File: src/rtl/load_store_unit.sv
// Data-memory initiator: one load/store at a time, sub-word extract/merge, fault detection.
// Optional LSU_BYTE_WRITE_EN adds o_MemByteEnable and replaces read-modify-write with a single masked write.
module load_store_unit #(
  parameter int ADDR_W = 32
) (
  input  logic              i_Clock,
  input  logic              i_Reset_n,
  input  logic              i_Valid,
  output logic              o_Ready,
  input  logic              i_Load,
  input  logic              i_Store,
  input  logic [2:0]        i_Mode,
  input  logic [ADDR_W-1:0] i_Address,
  input  logic [31:0]       i_StoreData,
  output logic              o_Done,
  output logic              o_Fault,
  output logic [31:0]       o_LoadData,
  output logic              o_MemReadEnable,
  output logic              o_MemWriteEnable,
  output logic [ADDR_W-1:0] o_MemAddress,
  output logic [31:0]       o_MemDataOut,
  output logic [2:0]        o_MemMode,
`ifdef LSU_BYTE_WRITE_EN
  output logic [3:0]        o_MemByteEnable,
`endif
  input  logic [31:0]       i_MemDataIn
);

  typedef enum logic [2:0] {
    IDLE,
    LOAD,
    WRITE,
    RMW_RD,
    RMW_WR
  } lsuState_t;

  localparam logic [1:0] SIZE_BYTE = 2'b00;
  localparam logic [1:0] SIZE_HALF = 2'b01;
  localparam logic [1:0] SIZE_WORD = 2'b10;

  lsuState_t   stateReg;
  logic [2:0]  modeReg;
  logic [1:0]  laneReg;
  logic [3:0]  maskReg;
  logic [31:0] wdataReg;

  logic [1:0]  reqSize;
  logic        modeBad;
  logic        misaligned;
  logic        reqFault;
  logic [3:0]  reqMask;
  logic [31:0] reqWdata;
  logic [31:0] mergedWord;

  assign o_Ready   = (stateReg == IDLE);
  assign o_MemMode = 3'b010;

  // Request decode; lane mask and lane-replicated data serve both the merge and byte-enable paths.
  always_comb begin
    reqSize = i_Mode[1:0];
    if (i_Load)
      modeBad = (i_Mode == 3'b011) || (i_Mode == 3'b110) || (i_Mode == 3'b111);
    else
      modeBad = (i_Mode >= 3'b011);
    misaligned = ((reqSize == SIZE_HALF) && i_Address[0]) ||
                 ((reqSize == SIZE_WORD) && (i_Address[1:0] != 2'b00));
    reqFault   = (i_Load == i_Store) || modeBad || misaligned;
    case (reqSize)
      SIZE_BYTE: begin
        reqMask  = 4'b0001 << i_Address[1:0];
        reqWdata = {4{i_StoreData[7:0]}};
      end
      SIZE_HALF: begin
        reqMask  = 4'b0011 << i_Address[1:0];
        reqWdata = {2{i_StoreData[15:0]}};
      end
      default: begin
        reqMask  = 4'b1111;
        reqWdata = i_StoreData;
      end
    endcase
  end

  generate
    for (genvar gi = 0; gi < 4; gi++) begin : gMergeLane
      assign mergedWord[gi*8 +: 8] = maskReg[gi] ? wdataReg[gi*8 +: 8] : i_MemDataIn[gi*8 +: 8];
    end
  endgenerate

  function automatic logic [31:0] loadExtract(input logic [2:0] mode, input logic [1:0] lane,
                                              input logic [31:0] word);
    logic [31:0] shifted;
    logic [7:0]  byteVal;
    logic [15:0] halfVal;
    logic        signFill;
    shifted = word >> {lane, 3'b000};
    byteVal = shifted[7:0];
    halfVal = lane[1] ? word[31:16] : word[15:0];
    case (mode[1:0])
      SIZE_BYTE: begin
        signFill    = ~mode[2] & byteVal[7];
        loadExtract = {{24{signFill}}, byteVal};
      end
      SIZE_HALF: begin
        signFill    = ~mode[2] & halfVal[15];
        loadExtract = {{16{signFill}}, halfVal};
      end
      default: begin
        signFill    = 1'b0;
        loadExtract = word;
      end
    endcase
  endfunction

  always_ff @(posedge i_Clock or negedge i_Reset_n) begin
    if (!i_Reset_n) begin
      stateReg         <= IDLE;
      modeReg          <= 3'b000;
      laneReg          <= 2'b00;
      maskReg          <= 4'b0000;
      wdataReg         <= 32'h0;
      o_Done           <= 1'b0;
      o_Fault          <= 1'b0;
      o_LoadData       <= 32'h0;
      o_MemReadEnable  <= 1'b0;
      o_MemWriteEnable <= 1'b0;
      o_MemAddress     <= '0;
      o_MemDataOut     <= 32'h0;
`ifdef LSU_BYTE_WRITE_EN
      o_MemByteEnable  <= 4'b0000;
`endif
    end else begin
      o_Done  <= 1'b0;
      o_Fault <= 1'b0;
      case (stateReg)
        IDLE: begin
          if (i_Valid) begin
            if (reqFault) begin
              o_Done  <= 1'b1;
              o_Fault <= 1'b1;
            end else begin
              modeReg      <= i_Mode;
              laneReg      <= i_Address[1:0];
              maskReg      <= reqMask;
              wdataReg     <= reqWdata;
              o_MemAddress <= {i_Address[ADDR_W-1:2], 2'b00};
              if (i_Load) begin
                stateReg        <= LOAD;
                o_MemReadEnable <= 1'b1;
`ifdef LSU_BYTE_WRITE_EN
              end else begin
                stateReg         <= WRITE;
                o_MemWriteEnable <= 1'b1;
                o_MemDataOut     <= reqWdata;
                o_MemByteEnable  <= reqMask;
              end
`else
              end else if (reqSize == SIZE_WORD) begin
                stateReg         <= WRITE;
                o_MemWriteEnable <= 1'b1;
                o_MemDataOut     <= reqWdata;
              end else begin
                stateReg        <= RMW_RD;
                o_MemReadEnable <= 1'b1;
              end
`endif
            end
          end
        end
        LOAD: begin
          o_MemReadEnable <= 1'b0;
          o_LoadData      <= loadExtract(modeReg, laneReg, i_MemDataIn);
          o_Done          <= 1'b1;
          stateReg        <= IDLE;
        end
        WRITE: begin
          o_MemWriteEnable <= 1'b0;
`ifdef LSU_BYTE_WRITE_EN
          o_MemByteEnable  <= 4'b0000;
`endif
          o_Done           <= 1'b1;
          stateReg         <= IDLE;
        end
        RMW_RD: begin
          // Memory read is combinational, so the merged word is ready in this same cycle.
          o_MemReadEnable  <= 1'b0;
          o_MemWriteEnable <= 1'b1;
          o_MemDataOut     <= mergedWord;
          stateReg         <= RMW_WR;
        end
        RMW_WR: begin
          o_MemWriteEnable <= 1'b0;
          o_Done           <= 1'b1;
          stateReg         <= IDLE;
        end
        default: begin
          o_MemReadEnable  <= 1'b0;
          o_MemWriteEnable <= 1'b0;
          stateReg         <= IDLE;
        end
      endcase
    end
  end

endmodule

File: config.mk
export PLATFORM = sky130hd
export DESIGN_NAME = load_store_unit
export DESIGN_NICKNAME = d
export VERILOG_FILES = /design/src/rtl/load_store_unit.sv
export SDC_FILE = /design/constraint.sdc
export NUM_CORES = 1
export LEC_CHECK = 0
export CORE_ASPECT_RATIO = 0.6
export CORE_UTILIZATION = 48
export DETAILED_ROUTE_END_ITERATION = 10
export GPL_ROUTABILITY_DRIVEN = 0
export PLACE_DENSITY = 0.79
export SYNTH_ARGS = -nofsm -noshare
export SYNTH_HDL_FRONTEND = slang
export SYNTH_SLANG_ARGS = --single-unit
File: constraint.sdc
create_clock -name i_Clock -period 2.5 [get_ports i_Clock]
set_input_delay 0.5 -clock i_Clock [delete_from_list [all_inputs] [get_ports i_Clock]]
set_output_delay 0.5 -clock i_Clock [all_outputs]
set_load 0.01 [all_outputs]
==> key figures, run 1 <==
Status
  – Status: complete, no violations

Setup path
  – Worst-path cell chain: nor3_1 -> clkdlybuf4s50_1
  – Setup crit end kind: output pin
  – Crit Path Category: register to output pin
  – Required time worst endpoint: ~2000 ps
  – Critical Path AT: between 1500 and 2000 ps
  – Peak fanout along the critical path: 10
  – Nature of the critical path startpoint: register
  – CP peak stage delay: 600 ps
  – Highest-delay cell along the critical path: clkdlybuf4s50_1
  – Worst reg2reg setup slack: approximately 500 ps

Synth
  – Largest cells by area after synthesis: dfrtp_1 (50%), mux2_4 (8.4%), mux2i_1 (6.3%)
  – Compound-Gate Fraction of Synth Area: 16.8%
  – Post-Synth XOR/XNOR Area: 0%
  – Mux cell area share after synthesis: roughly 18%
  – Number of synthesized flops with an enable pin: 0
  – Most frequent cells after synthesis: dfrtp_1 (142), o21ai_0 (75), nand2_1 (71)
  – Register area share after synthesis: between 40% and 50%
  – Netlist cell types: between 40 and 50
  – Post-synth top area share: ~50%
  – Post-synthesis adder-cell area fraction: 0.141%
  – Flops & latches, synth: about 140
  – Warning count from the yosys run: 0
  – Mapped Area: approximately 0.007 mm^2
  – Post-synth top area cell: dfrtp_1
  – Top FF cell, synth: dfrtp_1
  – Syn avg cell area: 10.8 um^2
  – Largest family of logic cells by synthesized area: multiplexers
  – Asr flop ratio synth: 100%
  – Post-Syn Instances: between 600 and 700
  – Simple-gate share of the synthesized area: 10.4%
  – Most common cell in the netlist: dfrtp_1

Floorplan
  – Num ports: between 200 and 250
  – Initial Utilization: 49.2%
  – Die area: 0.0153 mm^2
  – Core area: roughly 0.014 mm^2
  – Die width: 159 um
  – Chip Height: about 96 um
  – FP Rows: 34

Min path
  – HP Class: primary input to async pin

Clock network
  – Post-CTS Hold Buffers: 0
  – Clk Latency, worst-skew pair: about 420 ps
  – CTS tree: built
  – Root buf cell: clkbuf_16
  – Resize count post-CTS: 0
  – Clock edge transition at the registers on the reported setup and hold paths: around 60 ps
  – Clock Sinks: around 140
  – Setup Buffers After CTS: 0
  – Longest Clk Path Bufs: 2
  – CTS Buf Count: 17
  – CTS H-tree depth: 4

Route
  – WL/cell: 19.9 um
  – Via density: 5.73
  – Via count: 6076
  – Drt initial violations: 446
  – Pre-antenna DRT Iters: 6
  – Detail Route Antenna Nets: 0
  – Final WL: 21100 um
  – Final routed DRC violation total: 0

Global route
  – Initial antenna violation count: 0
  – Routing usage on met3: 8.53%
  – GRT met2 Usage: between 40 and 50%
  – Global routing's busiest layer: met2
  – Vias in the first global route: 5898
  – First-pass GRT wire length: around 33000 um
  – Total Routing Usage GR: 28.2%
  – Largest net degree at the start of global routing: 61
  – GR Overflow Total: 0
  – M1 GR Usage: about two fifths

Cells and area
  – Layout cells sized above 1: between 10% and 20%
  – Final core occ: 68.8%
  – Fin area: approximately 0.01 mm^2
  – Ant diodes: 0
  – Final nets: 955
  – Area Overhead vs Synth: 39.7%
  – # fillers: 1022

Timing
  – Fin crit period: 2330 ps
  – Max Freq: 429 MHz
  – Slew headroom: 60.3%
  – Slew Limit Fails: 0
  – Least-Margin Pin Slew: 595 ps
  – Fin Clk Skew: roughly 6.6 ps
  – Final hold vios: 0
  – Setup TNS: 0 ps
  – RSZ-0062 raised after global routing: false
  – Setup Viol. Count Final: 0
  – Crit share post-route: 93.3%

Placed design
  – Port-buffer cells: 202
  – Placed cell area: 0.00935 mm^2
  – DPL Wire Length: 15300 um

Job
  – Max cap viols: 0

Power
  – Peak VDD IR: 0.000457 V
  – Pwr dens: 880 mW/mm^2
  – Leakage: 4.35 nW
  – Power consumption: 8.75 mW
-- critical path: cells and delay by family, from the launching register on --
family | cells | cell delay (ps)
flops | 1 | 490
buf+inv | 1 | 600
simple gates | 1 | 320
-- cells by family (layout without fill, tap and decap cells) --
family,after synthesis,count (layout)
buf+inv,62,261
mux,104,104
flops,142,142
fa+ha+maj,1,1
compound gates,200,200
other cells,2,5
simple gates,149,149
-- stage by stage --
stage | worst slack, ps | hold WS [ps] | cells
after floorplan | 635 | 204 | 663
after detailed placement | 31.5 | 467 | 1030
after CTS | 174 | 76.4 | 1060
after global routing | 92.7 | 84.8 | 1060
after global placement | 91.0 | 459 | 1030
final | 167 | 56.1 | 1060
-- registers in the layout, summed over array words and instances (netlist names) --
register and flops:
laneReg 2, maskReg 4, modeReg 3, o_Done 1, o_Fault 1, o_LoadData 32
o_MemAddress 30, o_MemDataOut 32, o_MemReadEnable 1, o_MemWriteEnable 1, stateReg 3, wdataReg 32
-- where the power goes --
part | switching (mW) | leakage (nW) | internal [mW]
logic | 1.11 | 2.34 | 1.61
clock network | 0.979 | 0.284 | 1.61
registers | 0.523 | 1.73 | 2.92
total | 2.62 | 4.35 | 6.14
-- cell type report --
| class | count | area [um^2] | area share (%) |
|---|---|---|---|
| flip-flops and latches | 142 | 3550 | 35.7 |
| multi-input cells | 459 | 3280 | 33.0 |
| clock inverters | 10 | 140 | 1.41 |
| repair buffers | 226 | 2250 | 22.7 |
| well taps | 198 | 248 | 2.49 |
| clock buffers | 20 | 457 | 4.59 |
| inverters | 5 | 18.8 | 0.189 |
-- worst paths after layout --
kind | cells past startpoint | to | start
max | 2 | o_Ready | stateReg[1]$_DFFE_PN0P_
min | 1 | o_MemAddress[30]$_DFFE_PN0P_ | i_Reset_n
max reg2reg | 4 | o_LoadData[19]$_DFFE_PN0P_ | stateReg[1]$_DFFE_PN0P_
min reg2reg | 1 | o_MemDataOut[9]$_DFFE_PN0P_ | o_MemDataOut[9]$_DFFE_PN0P_
max in group asynchronous | 2 | o_LoadData[13]$_DFFE_PN0P_ | i_Reset_n
min in group i_Clock | 1 | o_MemDataOut[9]$_DFFE_PN0P_ | o_MemDataOut[9]$_DFFE_PN0P_
-- metal layers --
layer / wire length [um] / part of all wire, % / up-vias
met5: 0 / 0 / -
met4: 374 / 1.8 / 0
met3: 1960 / 9.3 / 32
met2: 9250 / 44 / 309
met1: 9560 / 45 / 3004
li1: - / - / 2731
-- layout by cell type (no fill, tap or decap), types with 3 or more instances in the layout --
master           netlist  routed
a211oi_1              14      14
a21o_1                 9       9
a21oi_1               49      49
a22oi_1                5       5
and2_1                 6       6
buf_12                 0       4
buf_4                  5      20
bufinv_16              0       3
clkbuf_16              0      17
clkdlybuf4s50_1        0     201
clkinvlp_4             0       3
conb_1                 2       5
dfrtp_1              142     142
inv_1                  4       4
mux2_2                17      17
mux2_4                40      40
mux2i_1               45      45
nand2_1               71      71
nand3_1                7       7
nand3b_1               9       9
nor2_1                24      24
nor2b_1               15      15
nor3b_1                4       3
o211ai_1              21      21
o21ai_0               75      75
o21ai_1               10      10
o221ai_1               8       8
No activity file was read; power rests on OpenSTA's default activity.
==> run 2: changes to the inputs <==
--- a/config.mk
+++ b/config.mk
@@ -9,6 +9,7 @@
 export CORE_UTILIZATION = 48
 export DETAILED_ROUTE_END_ITERATION = 10
 export GPL_ROUTABILITY_DRIVEN = 0
+export GPL_TIMING_DRIVEN = 0
 export PLACE_DENSITY = 0.79
 export SYNTH_ARGS = -nofsm -noshare
 export SYNTH_HDL_FRONTEND = slang
==> run 2 against run 1 <==
Net effect:
- total power rose by 0.10%
- final area rose by 0.62%
- sequential power fell by 2%
- via count rose by 5.6%
- wire length rose by 9.8%
- utilization rose by 0.42 points
- largest cell class unchanged
- highest routed layer unchanged
==> key figures, run 2 (synthesized netlist as in run 1, its figures left out) <==
Route
  – Final routed DRC violation total: 0 (unchanged)
  – WL/cell: 21.2 um (+6.3%)
  – Final WL: 23200 um (+9.8%)
  – Pre-antenna DRT Iters: 5 (-1)
  – Via density: 5.86 (+2.2%)
  – Drt initial violations: 613 (+37%)
  – Detail Route Antenna Nets: 0 (unchanged)
  – Via count: 6415 (+5.6%)

Power
  – Clock network power share: 28.9% (-0.7 points)
  – Sequential power share: 38.5% (-0.8 points)
  – Leakage: 4.36 nW (+0.18%)
  – Sw frac: 31.1% (+1.2 points)
  – Net Sw Power: 2.72 mW (+4.1%)
  – Pwr dens: 875 mW/mm^2 (-0.51%)
  – Pint: 6.04 mW (-1.6%)
  – Peak VDD IR: 0.000431 V (-5.6%)
  – Logic pwr share: 32.6% (+1.5 points)
  – Power consumption: 8.76 mW (+0.10%)

Setup path
  – Highest-delay cell along the critical path: clkdlybuf4s50_1
  – Nature of the critical path startpoint: register
  – Worst-path cell chain: buf_6 -> nor3_2 -> clkdlybuf4s50_1
  – CP peak stage delay: 610 ps (about the same)
  – Required time worst endpoint: 2000 ps (about the same)
  – Setup crit end kind: output pin
  – Critical Path AT: 1840 ps (about the same)
  – Crit Path Category: register to output pin
  – Peak fanout along the critical path: 10 (unchanged)

Cells and area
  – Highest-count cells in the layout ignoring fill and taps: clkdlybuf4s50_1 (199), dfrtp_1 (142), o21ai_0 (75)
  – Non-Filler Instances: 1095 (+3.3%)
  – Ant diodes: 0 (unchanged)
  – Area Overhead vs Synth: 40.6%
  – # fillers: 1100 (+7.6%)
  – Fin area: 0.0100 mm^2 (+0.62%)
  – Biggest regs: o_LoadData x32, o_MemDataOut x32, wdataReg x32
  – Final nets: 988 (+3.5%)
  – Layout cells sized above 1: 14.5% (-0.36 points)
  – Most common cell after layout, fill and taps aside: clkdlybuf4s50_1

Timing
  – Max Freq: 428 MHz (-0.12%)
  – Fin crit period: 2340 ps (+2.75 ps)
  – Least-Margin Pin Slew: 872 ps (+277 ps)
  – Slew Limit Fails: 0 (unchanged)
  – RSZ-0062 raised after global routing: false
  – Slew headroom: 41.7% (-19 points)
  – Crit share post-route: 93.4% (+0.11 points)
  – Final hold vios: 0 (unchanged)
  – Fin Clk Skew: 9.49 ps (+2.84 ps)
  – Setup Viol. Count Final: 0 (unchanged)

Clock network
  – Root buf cell: clkbuf_16
  – CTS H-tree depth: 4 (unchanged)
  – Setup Buffers After CTS: 0 (unchanged)
  – Clock Sinks: 142 (unchanged)
  – Clk Latency, worst-skew pair: 430 ps (about the same)
  – Longest Clk Path Bufs: 2 (unchanged)
  – Clock edge transition at the registers on the reported setup and hold paths: 60 ps (about the same)
  – CTS tree: built
  – CTS Buf Count: 17 (unchanged)

Placed design
  – Port-buffer cells: 200 (-0.99%)
  – Placed cell area: 0.00941 mm^2 (+0.62%)
  – DPL Wire Length: 17300 um (+13%)
  – Cells after DPL: 1062 (+3.1%)

Floorplan
  – Die width: 159 um (unchanged)
  – Core area: 0.0145 mm^2 (unchanged)
  – Initial Utilization: 49.2% (unchanged)
  – Die area: 0.0153 mm^2 (unchanged)
  – FP Rows: 34 (unchanged)
  – Chip Height: 96.3 um (unchanged)
  – Num ports: 208 (unchanged)

Job
  – Max cap viols: 0 (unchanged)

Global route
  – Initial antenna violation count: 0 (unchanged)
  – Vias in the first global route: 6303 (+6.9%)
  – GR Overflow Total: 0 (unchanged)
  – First-pass GRT wire length: 35100 um (+7.8%)
  – Largest net degree at the start of global routing: 104 (+70%)
  – Total Routing Usage GR: 30.6% (+2.4 points)

Min path
  – HP Class: register to register

Status
  – Status: complete, no violations
## run 2: through the flow
stage	setup slack [ps]	TNS [ps]	hold WS (ps)	util (%)
final	164	0	477	69.2
after global placement	-4570	-650570	458	64.9
after CTS	11.5	0	475	69.2
after detailed placement	-314	-6200	442	65.1
after floorplan	635	0	204	-
after global routing	87.9	0	491	69.2
## run 2: final timing paths
check,start,end,slack [ps],cells past startpoint
max,stateReg[1]$_DFFE_PN0P_,o_Ready,160,3
min,o_MemDataOut[9]$_DFFE_PN0P_,o_MemDataOut[9]$_DFFE_PN0P_,480,1
max reg2reg,stateReg[0]$_DFFE_PN0P_,o_LoadData[12]$_DFFE_PN0P_,310,4
min reg2reg,o_MemDataOut[9]$_DFFE_PN0P_,o_MemDataOut[9]$_DFFE_PN0P_,480,1
max in group asynchronous,i_Reset_n,o_LoadData[15]$_DFFE_PN0P_,1110,3
min in group asynchronous,i_Reset_n,o_MemDataOut[19]$_DFFE_PN0P_,560,2
## run 2: layout make-up
class | count | area, um^2 | share of cell area, %
plain buffers | 57 | 314 | 3.14
clock buffers | 20 | 447 | 4.46
clock inverters | 12 | 136 | 1.36
inverters | 5 | 18.8 | 0.188
multi-input cells | 459 | 3250 | 32.5
flip-flops and latches | 142 | 3550 | 35.5
well taps | 198 | 248 | 2.48
repair buffers | 202 | 2040 | 20.4
## run 2: timing repair
action,4_1_cts,5_1_grt
hold endpoints to repair,18,0
hold buffers,1,0
resized for setup,0,4
endpoints found under the setup margin,0,8
## run 2: worst max-delay path: cells and delay by family, from the launching register on
| family | cells | cell delay (ps) |
|---|---|---|
| and+or+nand+nor | 1 | 290 |
| buffers and inverters | 2 | 750 |
| DFF | 1 | 380 |
## run 2: power by group through the flow
stage               Sequential, mW  Clock, mW  Combinational (mW)
global route                  3.43       2.66                3.05
global placement              3.35          0                2.73
floorplan                     3.50          0                1.15
finish                        3.37       2.53                2.85
detailed placement            3.39          0                2.81
CTS                           3.36       2.55                2.84
## run 2: routing by layer
metal	vias to the layer above	GRT usage, %	share of wire [%]	routed length [um]
met5	-	0	0	0
met3	39	11.1	13	2910
li1	2803	-	-	-
met2	399	44.1	42	9800
met4	0	10.1	1.5	346
met1	3174	42.6	44	10200
==> run 3: changes to the inputs <==
==> constraint.sdc (replaced) <==
create_clock -name i_Clock -period 2.4 [get_ports i_Clock]
set_input_delay 0.48 -clock i_Clock [delete_from_list [all_inputs] [get_ports i_Clock]]
set_output_delay 0.48 -clock i_Clock [all_outputs]
set_load 0.01 [all_outputs]
==> results of run 3 <==
Same layout as run 2 (identical final DEF). Status: complete, no violations.
Main changes from that run: setup slack after placement -314 ps -> -394 ps; number of gates resized after CTS 0 -> 1; setup slack after layout 164 ps -> 83.8 ps; hold slack 477 ps -> 460 ps; register-to-register setup slack 310 ps -> 210 ps; end point of the worst hold path o_MemDataOut[9]$_DFFE_PN0P_ -> o_MemWriteEnable$_DFFE_PN0P_; total power 8.76 mW -> 9.13 mW; worst IR drop on VDD 0.000431 V -> 0.000449 V
